<file path="src/rtl/nfa_stream_sched.sv">
// nfa_stream_sched: round-robin packet scheduler sharing one byte-serial NFA matcher between
// two byte-stream requesters; reports hit, first-match offset and length per packet.
module nfa_stream_sched #(
    parameter int LEN_W     = 16,
    parameter int MATCH_LAT = 1
) (
    input  logic             clk,
    input  logic             reset_n,
    input  logic             s0_valid,
    input  logic [7:0]       s0_data,
    input  logic             s0_last,
    output logic             s0_ready,
    input  logic             s1_valid,
    input  logic [7:0]       s1_data,
    input  logic             s1_last,
    output logic             s1_ready,
    output logic             nfa_en,
    output logic [7:0]       nfa_payload,
    output logic             nfa_clear,
    input  logic             nfa_match,
    output logic             res_valid,
    input  logic             res_ready,
    output logic             res_src,
    output logic             res_hit,
    output logic [LEN_W-1:0] res_offset,
    output logic [LEN_W-1:0] res_len
);
    typedef enum logic [2:0] {IDLE, STREAM, DRAIN, REPORT, CLEAR} state_t;

    localparam int DW = $clog2(MATCH_LAT + 1);
    localparam logic [DW-1:0] DRAIN_END = DW'(MATCH_LAT);
    localparam logic [LEN_W-1:0] LEN_MAX = '1;

    state_t state, state_nxt;
    logic last_grant, src, grant, hit, accept, sel_valid, sel_last;
    logic [7:0] sel_data;
    logic [LEN_W-1:0] idx, nfa_idx;
    logic [DW-1:0] drain_cnt;
    logic pipe_en [MATCH_LAT];
    logic [LEN_W-1:0] pipe_idx [MATCH_LAT];

    assign res_src = src;
    assign res_hit = hit;
    assign res_len = idx;

    always_ff @(posedge clk or negedge reset_n) begin
        if (!reset_n) state <= IDLE;
        else          state <= state_nxt;
    end

    always_comb begin
        grant     = (s0_valid && s1_valid) ? !last_grant : s1_valid;
        sel_valid = src ? s1_valid : s0_valid;
        sel_last  = src ? s1_last : s0_last;
        sel_data  = src ? s1_data : s0_data;
        accept    = state == STREAM && sel_valid;
        s0_ready  = state == STREAM && !src;
        s1_ready  = state == STREAM && src;
        res_valid = state == REPORT;
        state_nxt = state;
        case (state)
            IDLE:    if (s0_valid || s1_valid) state_nxt = STREAM;
            STREAM:  if (accept && sel_last) state_nxt = DRAIN;
            DRAIN:   if (drain_cnt == DRAIN_END) state_nxt = REPORT;
            REPORT:  if (res_ready) state_nxt = CLEAR;
            default: state_nxt = IDLE;
        endcase
    end

    always_ff @(posedge clk or negedge reset_n) begin
        if (!reset_n) begin
            last_grant  <= 1'b1;
            src         <= 1'b0;
            hit         <= 1'b0;
            idx         <= '0;
            nfa_idx     <= '0;
            res_offset  <= '0;
            nfa_en      <= 1'b0;
            nfa_payload <= '0;
            nfa_clear   <= 1'b0;
            drain_cnt   <= '0;
            for (int i = 0; i < MATCH_LAT; i++) begin
                pipe_en[i]  <= 1'b0;
                pipe_idx[i] <= '0;
            end
        end else begin
            nfa_en      <= accept;
            nfa_clear   <= state == REPORT && res_ready;
            drain_cnt   <= state == DRAIN ? drain_cnt + 1'b1 : '0;
            pipe_en[0]  <= nfa_en;
            pipe_idx[0] <= nfa_idx;
            for (int i = 1; i < MATCH_LAT; i++) begin
                pipe_en[i]  <= pipe_en[i-1];
                pipe_idx[i] <= pipe_idx[i-1];
            end
            if (state == IDLE && (s0_valid || s1_valid)) begin
                src        <= grant;
                last_grant <= grant;
            end
            // nfa_idx travels with the byte so the match can be attributed after the latency
            if (accept) begin
                nfa_payload <= sel_data;
                nfa_idx     <= idx;
                idx         <= idx == LEN_MAX ? idx : idx + 1'b1;
            end
            if (state == CLEAR) begin
                idx        <= '0;
                hit        <= 1'b0;
                res_offset <= '0;
            end else if (pipe_en[MATCH_LAT-1] && nfa_match && !hit) begin
                hit        <= 1'b1;
                res_offset <= pipe_idx[MATCH_LAT-1];
            end
        end
    end
endmodule

</file>
<file path="config.mk">
export PLATFORM = sky130hd
export DESIGN_NAME = nfa_stream_sched
export DESIGN_NICKNAME = d
export VERILOG_FILES = /design/src/rtl/nfa_stream_sched.sv
export SDC_FILE = /design/constraint.sdc
export NUM_CORES = 1
export LEC_CHECK = 0
export BUFFER_PORTS_ARGS = -buffer_cell sky130_fd_sc_hd__buf_2
export CAP_MARGIN = 40
export CORE_MARGIN = 3
export CORE_UTILIZATION = 30
export CTS_CLUSTER_DIAMETER = 40
export DETAILED_ROUTE_END_ITERATION = 10
export PLACE_DENSITY_LB_ADDON = 0.3
export SETUP_SLACK_MARGIN = 0.1
export SLEW_MARGIN = 20
export SYNTH_ARGS = -nofsm -noshare
export SYNTH_HDL_FRONTEND = slang
export SYNTH_SLANG_ARGS = --single-unit
</file>
<file path="constraint.sdc">
create_clock -name clk -period 2.4 [get_ports clk]
set_clock_uncertainty 0.05 [all_clocks]
set_input_delay 0.24 -clock clk [delete_from_list [all_inputs] [get_ports clk]]
set_output_delay 0.24 -clock clk [all_outputs]
set_load 0.01 [all_outputs]
</file>
* Yosys cells after proc, flatten, opt, wreduce, memory -nomap -nowiden *
Cells that the tools add are included.

word-level totals
  flip-flop bits (word level) = 82
  word-level logic and storage cells = 60

operators by class
  equality and inequality tests = 10
  reductions and logical operators = 18
  mux-type cells = 17
  add/sub/neg operators = 2

operator list
  cell                   number
  $mux 16                5
  $add 16x1->16 const B  1
  $eq 16x16->1 const B   1
  $mux 3                 4
  $pmux 3 s4             1
  $logic_and 1x1->1      9
  $mux 8                 1
  $eq 3x2->1 const B     2
  $mux 1                 6
  $ne 2x1->1 const B     3
  $ne 2x2->1 const B     2
  $reduce_and 4->1       1
  $reduce_bool 2->1      2
  $eq 3x1->1 const B     1
  $eq 3x3->1 const B     1
  $logic_not 1->1        3
  $logic_not 3->1        1
  $reduce_and 2->1       1
  $add 1x1->1 const B    1
  $logic_or 1x1->1       1

* Depth between registers and ports, before layout *
Gate-level depths: netlist of the first run.

  word-level depth = 5
  mapped depth = 8
  mapped depth without buffers = 5

* Worst setup path before layout of the first run *
Ideal clock, no wire load.

  path type = register to register
  from = reg state[0]
  to = reg idx[9], in the netlist res_len[9]
  cell stages (with the launch flop) = 6
  clock period less this slack = 2.193 ns
  slack = 0.207 ns
  data arrival time = 2.065 ns
  cell sequence = dfrtp_1 > or3b_4 > or4_1 > buf_2 > or4_1 > a21oi_1

on the way
  cells in the longest elaborated chain, start to end = 4
  elaborated cells between the ends (all ways) = 7
  those cells by class = 3 x eq/ne; 1 x mux; 3 x reduce/logical

RTL lines
  item                         RTL line  source
  start, declared              34        state_t state, state_nxt;
  start signal, assigned       48        else state <= state_nxt;
  $eq 3x1->1                   56        accept = state == STREAM && sel_valid;
  $logic_and 1x1->1            56
  $reduce_bool 2->1 (no line)  --
  $reduce_and 2->1 (no line)   --
  end signal, assigned         104       idx <= idx == LEN_MAX ? idx : idx + 1'b1;
  end, declared                37        logic [LEN_W-1:0] idx, nfa_idx;

Several ways; a longest one is shown, not always the timed one.
A chain may end at the register's enable or synchronous reset.

* Worst setup path in the final report of the first run *
  from = reg state[2]
  to = reg idx[13], in the netlist res_len[13]

The elaborated chain is that of the path after synthesis.

==> impl_results.md, run 1 <==
* Placer Congestion at ~0.77
* Nets@finish at 436
* Die height at 111 µm
* Most frequent cell after synthesis: nand2_1
* Port bufs at 70
* ANT nets after route at 0
* Post-Syn Area at around 3300 µm²
* Synth Instances at between 300 and 400
* Final Hold Fails at 0
* Setup CP Type: reg -> reg
* Reg2reg start: state[2]$_DFFE_PN0P_
* First-pass GRT wire length at 12800 µm
* Final TNS setup at 0 ns
* Final instance area at 4140 µm²
* Startpoint Class: flop
* Detail Placement HPWL at approximately 5100 µm
* CTS Root Cell: clkbuf_8
* Initial Util at 31.4%
* Synth top area share at 61.2%
* Synth area leader: dfrtp_1
* Vias in the first global route at 2596
* Largest net degree at the start of global routing at 36
* Avg WL per Cell at between 10 and 15 µm
* Initial antenna violation count at 0
* Setup Viol. Count Final at 0
* Worst rel slew slack at 69.2%
* Slew @ Worst Pin at 0.459 ns
* Fill count at ~1100
* Worst Hold Class: in -> reg
* Row count at 37
* H-tree depth at 3
* Status: finished clean
* Unrepaired setup endpoints after global routing: false
* Via density at approximately 4.8
* Crit end category: flop
* Pwr Density at 1110 nW/µm²
* Post-synth net total at roughly 350
* Most common library cells after synthesis: nand2_1, dfrtp_1, a21oi_1
* Pins Over Slew Limit at 0
* Via count at 2630
* Total core area at about 11000 µm²
* Fmax at ~0.46 GHz
* I/O pins at 71
* Num CTS Buffers at 9
* GRT Resource Usage Total at 12.6%
* Die extent in x at 111 µm
* Post-synthesis sequential area ratio at 61.9%
* Hold_sp: s0_valid
* Pre-antenna DRT Iters at 4
* # Max-Cap Violations at 0
* Die area at between 10000 and 15000 µm²
* FFs w/ async S/R, synth at 100%
* EDFF count, synth at 0
* Residual DRC at 0
* GRT overflow at 0
* Static Leak at 2.05 nW
* #FFs+latches synth at 82
* Crit path max fanout at 10
* Synth unique cells at 38
* Share of layout cells above drive strength 1 at 27.4%
* Avg Inst Size Synth at 10.1 µm²
* DRT iter0 DRCs at 134
* Final min period at 2.18 ns
* Main flop type after synthesis: dfrtp_1
* Worst EP required at 2.63 ns
* CTS Sinks at 82
* Crit share post-route at slightly above 90%
* Top post-synthesis cells by area: dfrtp_1, nand2_1, a21oi_1
* Worst-skew pair later-pin latency at 0.36 ns
* CTS Buffer Depth at 2
* Ant diodes at 0
* CTS tree: done
* Worst vdd ir at 0.540 mV
* Post-DP Area at around 3900 µm²
* DRT Wirelength at roughly 7400 µm
* Clock transition at the registers of the reported paths at 0.10 ns
* Synth warn at 0
* Synth-to-layout area growth at 24.8%
* Crit path from: state[2]$_DFFE_PN0P_
* Critical Path AT at 2.41 ns
## placed cells by master, fill, tap and decap left out, drive strengths merged, types with 2 or more instances in the layout
| cell | instances |
|---|---|
| nand2 | 92 |
| nor4 | 4 |
| clkinv | 2 |
| o31ai | 6 |
| o21ai | 16 |
| or3 | 3 |
| dfrtp | 81 |
| nor2 | 10 |
| a21oi | 32 |
| and3 | 2 |
| nor3 | 6 |
| nand3 | 8 |
| or4 | 8 |
| buf | 87 |
| nand4 | 6 |
| mux2i | 11 |
| inv | 11 |
| or2 | 3 |
| clkbuf | 9 |
## power by group
| group | internal, mW | switching, mW |
|---|---|---|
| sequential | 1.84 | 0.308 |
| clock | 0.416 | 0.594 |
| combinational | 0.608 | 0.840 |
## kinds of logic after synthesis
group / after synthesis / share of synthesized area (%)
compound gates: 61 / 10.4
buf+inv: 23 / 2.64
mux: 12 / 3.66
flops: 82 / 61.9
simple gates: 150 / 21.0
fa+ha+maj: 1 / 0.377
## registers in the layout (all words and copies together) (netlist names)
name,flops
res_offset,16
pipe_idx,16
drain_cnt,1
nfa_en,1
res_hit,1
nfa_clear,1
last_grant,1
res_len,16
pipe_en,1
nfa_idx,16
nfa_payload,8
state,3
res_src,1
## worst max-delay path, cell delays in order (launching register included)
cell and delay, ns:
dfrtp_1 0.39, or3b_4 0.44, or4_4 0.59, or4_1 0.48, a21oi_1 0.16
## per-layer routing
layer / track usage [%] / routed length, µm / vias up
li1: - / - / 1312
met1: 16.0 / 3310 / 1258
met2: 20.8 / 3630 / 54
met3: 4.26 / 366 / 6
met4: 3.41 / 61 / 0
met5: 0 / 0 / -
## area by class of cell
type	count	area, µm²	area share, %
Sequential cell	82	2050	49.6
Multi-Input combinational cell	224	1190	28.7
Timing Repair Buffer	88	503	12.2
Tap cell	136	170	4.11
Clock buffer	9	124	2.99
Clock inverter	7	76.3	1.84
Inverter	6	22.5	0.544
## metrics by stage
step                std cells  setup WS (ns)  power (mW)  hold WS (ns)  util, %
floorplan                 329          0.207        3.00        -0.106        -
global placement          533          0.174        3.61         0.178     37.0
detailed placement        533          0.140        3.65         0.185     37.0
CTS                       550          0.114        4.69        0.0305     39.0
global route              552          0.107        4.99        0.0409     39.2
finish                    552          0.222        4.61        0.0497     39.2
## path summary, 6_finish.rpt
check | cells past startpoint | slack (ns) | end
worst max-delay path | 4 | 0.22 | res_len[13]$_DFFE_PN0P_
worst min-delay path | 2 | 0.05 | last_grant$_DFFE_PN1P_
worst max register to register | 4 | 0.22 | res_len[13]$_DFFE_PN0P_
worst min register to register | 0 | 0.33 | pipe_idx[15]$_DFF_PN0_
max in group asynchronous | 3 | 1.40 | res_hit$_DFFE_PN0P_
min in group asynchronous | 2 | 0.32 | nfa_payload[3]$_DFFE_PN0P_
## what timing repair did
item / CTS / global route
gates resized for setup: 0 / 2
buffers inserted: 0 / 2
hold buffers: 1 / 0
hold endpoints to repair: 32 / 0
setup endpoints to repair: 0 / 4
Power figures use the tool's default switching activity.
==> run 2, diff against run 1 <==
- PLACE_DENSITY_LB_ADDON: 0.3 -> unset
==> run 2 against run 1 <==
Fmax rose by 0.34%. Combinational power barely moved. Setup slack better by 0.0073 ns. Final area decreased by 0.51%. Largest cell class unchanged. Hold slack improved by 0.0070 ns.
==> impl_results.md, run 2 (synthesis results as in run 1) <==
* Final core utilization at 39.0% (was 39.2%)
* Die extent in x at 111 µm (unchanged)
* Hold Path Cell Cnt at 2 (unchanged)
* Logic pwr share at 30.8% (was 31.4%)
* Largest net degree at the start of global routing at 50 (was 36)
* Pre-antenna DRT Iters at 4 (unchanged)
* Final min period at 2.17 ns (was 2.18 ns)
* Crit end category: flop (unchanged)
* Power Internal at 2.96 mW (was 2.87 mW)
* Most common cell after layout, fill and taps aside: nand2_1 (unchanged)
* Startpoint Class: flop (unchanged)
* Port bufs at 70 (unchanged)
* Pwr Density at 1130 nW/µm² (was 1110 nW/µm²)
* Avg WL per Cell at 13.4 µm (about the same)
* CTS tree: done (unchanged)
* Critical Path AT at 2.40 ns (was 2.41 ns)
* Status: finished clean (unchanged)
* Sequential power share at 46.7% (about the same)
* Initial antenna violation count at 0 (unchanged)
* Share of layout cells above drive strength 1 at 26.5% (was 27.4%)
* Hold_sp: s0_valid (unchanged)
* R2R Setup Slk at 0.23 ns (was 0.22 ns)
* Residual DRC at 0 (unchanged)
* Clock share of power at 22.5% (was 21.9%)
* Pins Over Slew Limit at 0 (unchanged)
* Reg2reg start: state[2]$_DFFE_PN0P_ (unchanged)
* Area of the multi-input gates at 1190 µm² (about the same)
* Nets@finish at 432 (was 436)
* Worst rel slew slack at 57.4% (was 69.2%)
* Detail Placement HPWL at 5130 µm (was 5090 µm)
* Commonest non-fill, non-tap cells in the layout: nand2_1, dfrtp_1, buf_2, a21oi_1, o21ai_0 (was nand2_1, dfrtp_1, buf_2, a21oi_1, buf_4)
* R2r worst-path depth at 4 (unchanged)
* Final TNS setup at 0 ns (unchanged)
* ANT nets after route at 0 (unchanged)
* Worst EP required at 2.63 ns (about the same)
* CTS Buffer Depth at 2 (unchanged)
* Initial Util at 31.4% (unchanged)
* Row count at 37 (unchanged)
* Via density at 4.70 (was 4.76)
* GRT Resource Usage Total at 12.1% (was 12.6%)
* Setup Viol. Count Final at 0 (unchanged)
* Crit share post-route at 90.4% (was 90.7%)
* H-tree depth at 3 (unchanged)
* FF+latch area at 2050 µm² (unchanged)
* CTS Root Cell: clkbuf_8 (unchanged)
* Slew @ Worst Pin at 0.639 ns (was 0.459 ns)
* Die area at 12300 µm² (unchanged)
* Post-CTS Repair Setup Buffers at 0 (unchanged)
* Static Leak at 2.03 nW (was 2.05 nW)
* RR Endpoint: res_len[13]$_DFFE_PN0P_ (unchanged)
* Fmax at 0.461 GHz (was 0.459 GHz)
* Num CTS Buffers at 9 (unchanged)
* Die height at 111 µm (unchanged)
* Clock transition at the registers of the reported paths at 0.09 ns (was 0.10 ns)
* CTS Sinks at 82 (unchanged)
* Switching Fraction at 36.4% (was 37.8%)
* Worst-skew pair later-pin latency at 0.35 ns (was 0.36 ns)
* Final Hold Fails at 0 (unchanged)
* Worst vdd ir at 0.429 mV (was 0.540 mV)
* DRT Wirelength at 7340 µm (was 7370 µm)
* Setup CP Type: reg -> reg (unchanged)
* Crit path max fanout at 10 (unchanged)
* GRT overflow at 0 (unchanged)
* Placer Congestion at 0.754 (was 0.766)
* Hold endpoint: last_grant$_DFFE_PN1P_ (unchanged)
* Worst Hold Class: in -> reg (unchanged)
* Via count at 2574 (was 2630)
* Unrepaired setup endpoints after global routing: false (unchanged)
* Total core area at 10600 µm² (unchanged)
* First-pass GRT wire length at 12400 µm (was 12800 µm)
* Ant diodes at 0 (unchanged)
* Vias in the first global route at 2521 (was 2596)
* Switching pwr at 1.69 mW (was 1.74 mW)
* DRT iter0 DRCs at 205 (was 134)
* # Max-Cap Violations at 0 (unchanged)
* I/O pins at 71 (unchanged)
* Fill count at 1056 (was 1102)
* Synth-to-layout area growth at 24.2% (was 24.8%)
## run 2: worst max-delay path: stages, from the launching register on
cell	delay [ns]
dfrtp_1	0.38
or3b_4	0.43
or4_4	0.59
or4_1	0.49
a21oi_1	0.15
## run 2: power by group through the flow
stage / logic, mW / registers [mW] / clock network [mW]
floorplan: 0.733 / 2.27 / 0
global placement: 1.41 / 2.18 / 0
detailed placement: 1.44 / 2.21 / 0
CTS: 1.45 / 2.18 / 1.08
global route: 1.62 / 2.24 / 1.13
finish: 1.43 / 2.17 / 1.05
## run 2: repair_timing
action | in CTS | in global routing
resized for setup | 0 | 2
endpoints found under the setup margin | 0 | 16
endpoints found under the hold margin | 47 | 0
hold buffers | 1 | 0
## run 2: worst max-delay path by stage
stage | from | end | slack [ns] | depth (start not counted)
floorplan | state[0]$_DFFE_PN0P_ | res_len[9]$_DFFE_PN0P_ | 0.21 | 5
global placement | state[2]$_DFFE_PN0P_ | res_len[13]$_DFFE_PN0P_ | 0.17 | 4
detailed placement | state[2]$_DFFE_PN0P_ | res_len[13]$_DFFE_PN0P_ | 0.16 | 4
CTS | state[2]$_DFFE_PN0P_ | res_len[13]$_DFFE_PN0P_ | 0.12 | 4
global route | res_len[0]$_DFFE_PN0P_ | res_len[10]$_DFFE_PN0P_ | 0.13 | 5
finish | state[2]$_DFFE_PN0P_ | res_len[13]$_DFFE_PN0P_ | 0.23 | 4
## run 2: stage by stage
stage,setup slack [ns],std cells,hold slack (ns),total power [mW],instance area [µm²]
6_report,0.230,548,0.0567,4.65,4120
5_1_grt,0.135,548,0.0618,4.99,4120
4_1_cts,0.121,548,0.0383,4.71,4110
3_5_place_dp,0.156,531,0.261,3.65,3890
3_3_place_gp,0.167,531,0.250,3.60,3890
2_1_floorplan,0.207,329,-0.106,3.00,3310
## run 2: layout make-up
type	count	share of cell area, %
clock buffer	10	3.34
clock inverter	6	1.79
inverter	6	0.547
multi-input combinational	224	28.8
sequential	82	49.9
tap	136	4.13
timing repair buffer	84	11.5
## run 2: layer usage
| metal | wire (µm) | up-vias | track usage (%) |
|---|---|---|---|
| met5 | 0 | - | 0 |
| met4 | 78 | 0 | 3.33 |
| met1 | 3330 | 1202 | 15.9 |
| met3 | 394 | 9 | 3.60 |
| li1 | - | 1298 | - |
| met2 | 3530 | 65 | 19.4 |
==> run 3, diff against run 2 <==
- clock period: 2.4 -> 2.3 ns (I/O delays scaled with it)
==> run 3 against run 2 <==
Hold slack worse by 0.019 ns. Setup slack lost 0.080 ns. Die area did not move. First-iteration DRC count decreased by 30%. Non-clock buffer count rose by 7. Fmax increased by 0.93%. Sequential share of layout area decreased by 0.67 points. Critical endpoint is now res_len[11]$_DFFE_PN0P_.
==> impl_results.md, run 3 (synthesis results as in run 1) <==
* Worst-skew pair later-pin latency at 0.36 ns (was 0.35 ns)
* Row count at 37 (unchanged)
* Switching Fraction at 37.5% (was 36.4%)
* # Max-Cap Violations at 0 (unchanged)
* Via count at 2580 (was 2574)
* I/O pins at 71 (unchanged)
* Share of layout cells above drive strength 1 at 28.4% (was 26.5%)
* CTS Sinks at 82 (unchanged)
* Sequential power share at 46.0% (was 46.7%)
* Power Internal at 3.04 mW (was 2.96 mW)
* Final Power at 4.86 mW (was 4.65 mW)
* Initial antenna violation count at 0 (unchanged)
* Critical Path AT at 2.35 ns (was 2.40 ns)
* Unrepaired setup endpoints after global routing: true (was false)
* Final min period at 2.15 ns (was 2.17 ns)
* GRT Resource Usage Total at 12.6% (was 12.1%)
* Commonest non-fill, non-tap cells in the layout: nand2_1, dfrtp_1, buf_2, a21oi_1, buf_4 (was nand2_1, dfrtp_1, buf_2, a21oi_1, o21ai_0)
* Final Hold Fails at 0 (unchanged)
* Startpoint Class: flop (unchanged)
* Status: finished clean (unchanged)
* First-pass GRT wire length at 12900 µm (was 12400 µm)
* Port bufs at 70 (unchanged)
* Clock share of power at 21.3% (was 22.5%)
* Max incr delay on CP at 0.59 ns (about the same)
* H-tree depth at 3 (unchanged)
* Pre-antenna DRT Iters at 5 (was 4)
* ANT nets after route at 0 (unchanged)
* Ant diodes at 0 (unchanged)
* Most common cell after layout, fill and taps aside: nand2_1 (unchanged)
* Pins Over Slew Limit at 0 (unchanged)
* Residual DRC at 0 (unchanged)
* Hold_sp: s0_valid (unchanged)
* Top Family by Delay on Critical Path: simple AND/OR/NAND/NOR gates (unchanged)
* Nets@finish at 439 (was 432)
* Die height at 111 µm (unchanged)
* Worst vdd ir at 0.499 mV (was 0.429 mV)
* Worst rel slew slack at 70.9% (was 57.4%)
* Final TNS setup at 0 ns (unchanged)
* Crit end category: flop (unchanged)
* CTS Buffer Depth at 2 (unchanged)
* Total core area at 10600 µm² (unchanged)
* Setup CP Type: reg -> reg (unchanged)
* Synth-to-layout area growth at 25.9% (was 24.2%)
* R2R Setup Slk at 0.15 ns (was 0.23 ns)
* Via density at 4.65 (was 4.70)
* Num CTS Buffers at 9 (unchanged)
* Static Leak at 2.07 nW (was 2.03 nW)
* R2r worst-path depth at 5 (was 4)
* CTS Root Cell: clkbuf_8 (unchanged)
* Setup Viol. Count Final at 0 (unchanged)
* Worst Hold Class: in -> reg (unchanged)
* Hold Path Cell Cnt at 2 (unchanged)
* Pwr Density at 1160 nW/µm² (was 1130 nW/µm²)
* RR Endpoint: res_len[11]$_DFFE_PN0P_ (was res_len[13]$_DFFE_PN0P_)
* Worst EP required at 2.50 ns (was 2.63 ns)
* Initial Util at 31.4% (unchanged)
* Crit path max fanout at 8 (was 10)
* Die area at 12300 µm² (unchanged)
* Switching pwr at 1.82 mW (was 1.69 mW)
* Placer Congestion at 0.788 (was 0.754)
* Fmax at 0.465 GHz (was 0.461 GHz)
* Hold endpoint: last_grant$_DFFE_PN1P_ (unchanged)
* Slew @ Worst Pin at 0.433 ns (was 0.639 ns)
* Logic pwr share at 32.8% (was 30.8%)
* Worst path cell trace: or3b_4, or4_4, buf_4, o31a_1, o21a_1 (was or3b_4, or4_4, or4_1, a21oi_1)
* DRT Wirelength at 7400 µm (was 7340 µm)
* Die extent in x at 111 µm (unchanged)
* Clock transition at the registers of the reported paths at 0.10 ns (was 0.09 ns)
* CTS tree: done (unchanged)
* Detail Placement HPWL at 5350 µm (was 5130 µm)
* Largest net degree at the start of global routing at 37 (was 50)
* Crit share post-route at 93.5% (was 90.4%)
* Slowest stage cell, crit path: or4_4 (unchanged)
* Reg2reg start: state[2]$_DFFE_PN0P_ (unchanged)
* GRT overflow at 0 (unchanged)
* DRT iter0 DRCs at 144 (was 205)
* Avg WL per Cell at 13.3 µm (was 13.4 µm)
* Vias in the first global route at 2692 (was 2521)
* Crit path buf inv count at 1 (was 0)
run 3: stage by stage:
stage          cell area, µm²  instances  setup slack (ns)  utilization, %  hold WS, ns
2_1_floorplan            3310        329             0.107               -       -0.116
5_1_grt                  4170        555            0.0930            39.5       0.0627
3_3_place_gp             3930        537             0.126            37.3        0.120
6_report                 4170        555             0.149            39.5       0.0374
3_5_place_dp             3930        537            0.0824            37.3        0.122
4_1_cts                  4150        554             0.138            39.3       0.0204
run 3: how the worst max path moves through the flow:
stage	start	to	slack, ns	cells after the start
finish	state[2]$_DFFE_PN0P_	res_len[11]$_DFFE_PN0P_	0.15	5
global route	state[2]$_DFFE_PN0P_	res_len[11]$_DFFE_PN0P_	0.09	5
CTS	state[2]$_DFFE_PN0P_	res_len[6]$_DFFE_PN0P_	0.14	5
detailed placement	state[2]$_DFFE_PN0P_	res_len[13]$_DFFE_PN0P_	0.08	4
global placement	state[2]$_DFFE_PN0P_	res_len[13]$_DFFE_PN0P_	0.13	4
floorplan	state[0]$_DFFE_PN0P_	res_len[9]$_DFFE_PN0P_	0.11	5
run 3: cell type report:
type                            count  area (µm²)
Clock buffer                        9         124
Multi-Input combinational cell    224        1200
Clock inverter                      7        78.8
Tap cell                          136         170
Fill cell                        1088        6380
Inverter                            6        22.5
Sequential cell                    82        2050
Timing Repair Buffer               91         526
run 3: routing by layer:
layer	GRT usage (%)	up-vias	share of wire, %
li1	-	1309	-
met1	15.3	1203	45
met2	21.6	57	49
met3	3.17	11	4.6
met4	4.38	0	1.6
met5	0	-	0
run 3: repair_timing:
action                                 in CTS  in global routing
hold buffers                                1                  0
endpoints found under the hold margin      23                  0
pin swaps                                   0                  2
cloned                                      0                  0
gates resized for setup                     1                  4
setup buffers                               0                  1
setup endpoints to repair                   2                  5
run 3: power groups by stage:
stage	clock network [mW]	registers (mW)	logic, mW
after CTS	1.07	2.24	1.62
after global placement	0	2.25	1.57
after floorplan	0	2.37	0.764
final	1.03	2.23	1.59
after global routing	1.13	2.31	1.80
after detailed placement	0	2.27	1.61
run 3: worst reg2reg max path, cell delays in order, from the launching register on:
cell and delay (ns):
dfrtp_1 0.39, or3b_4 0.40, or4_4 0.59, buf_4 0.17
o31a_1 0.27, o21a_1 0.18
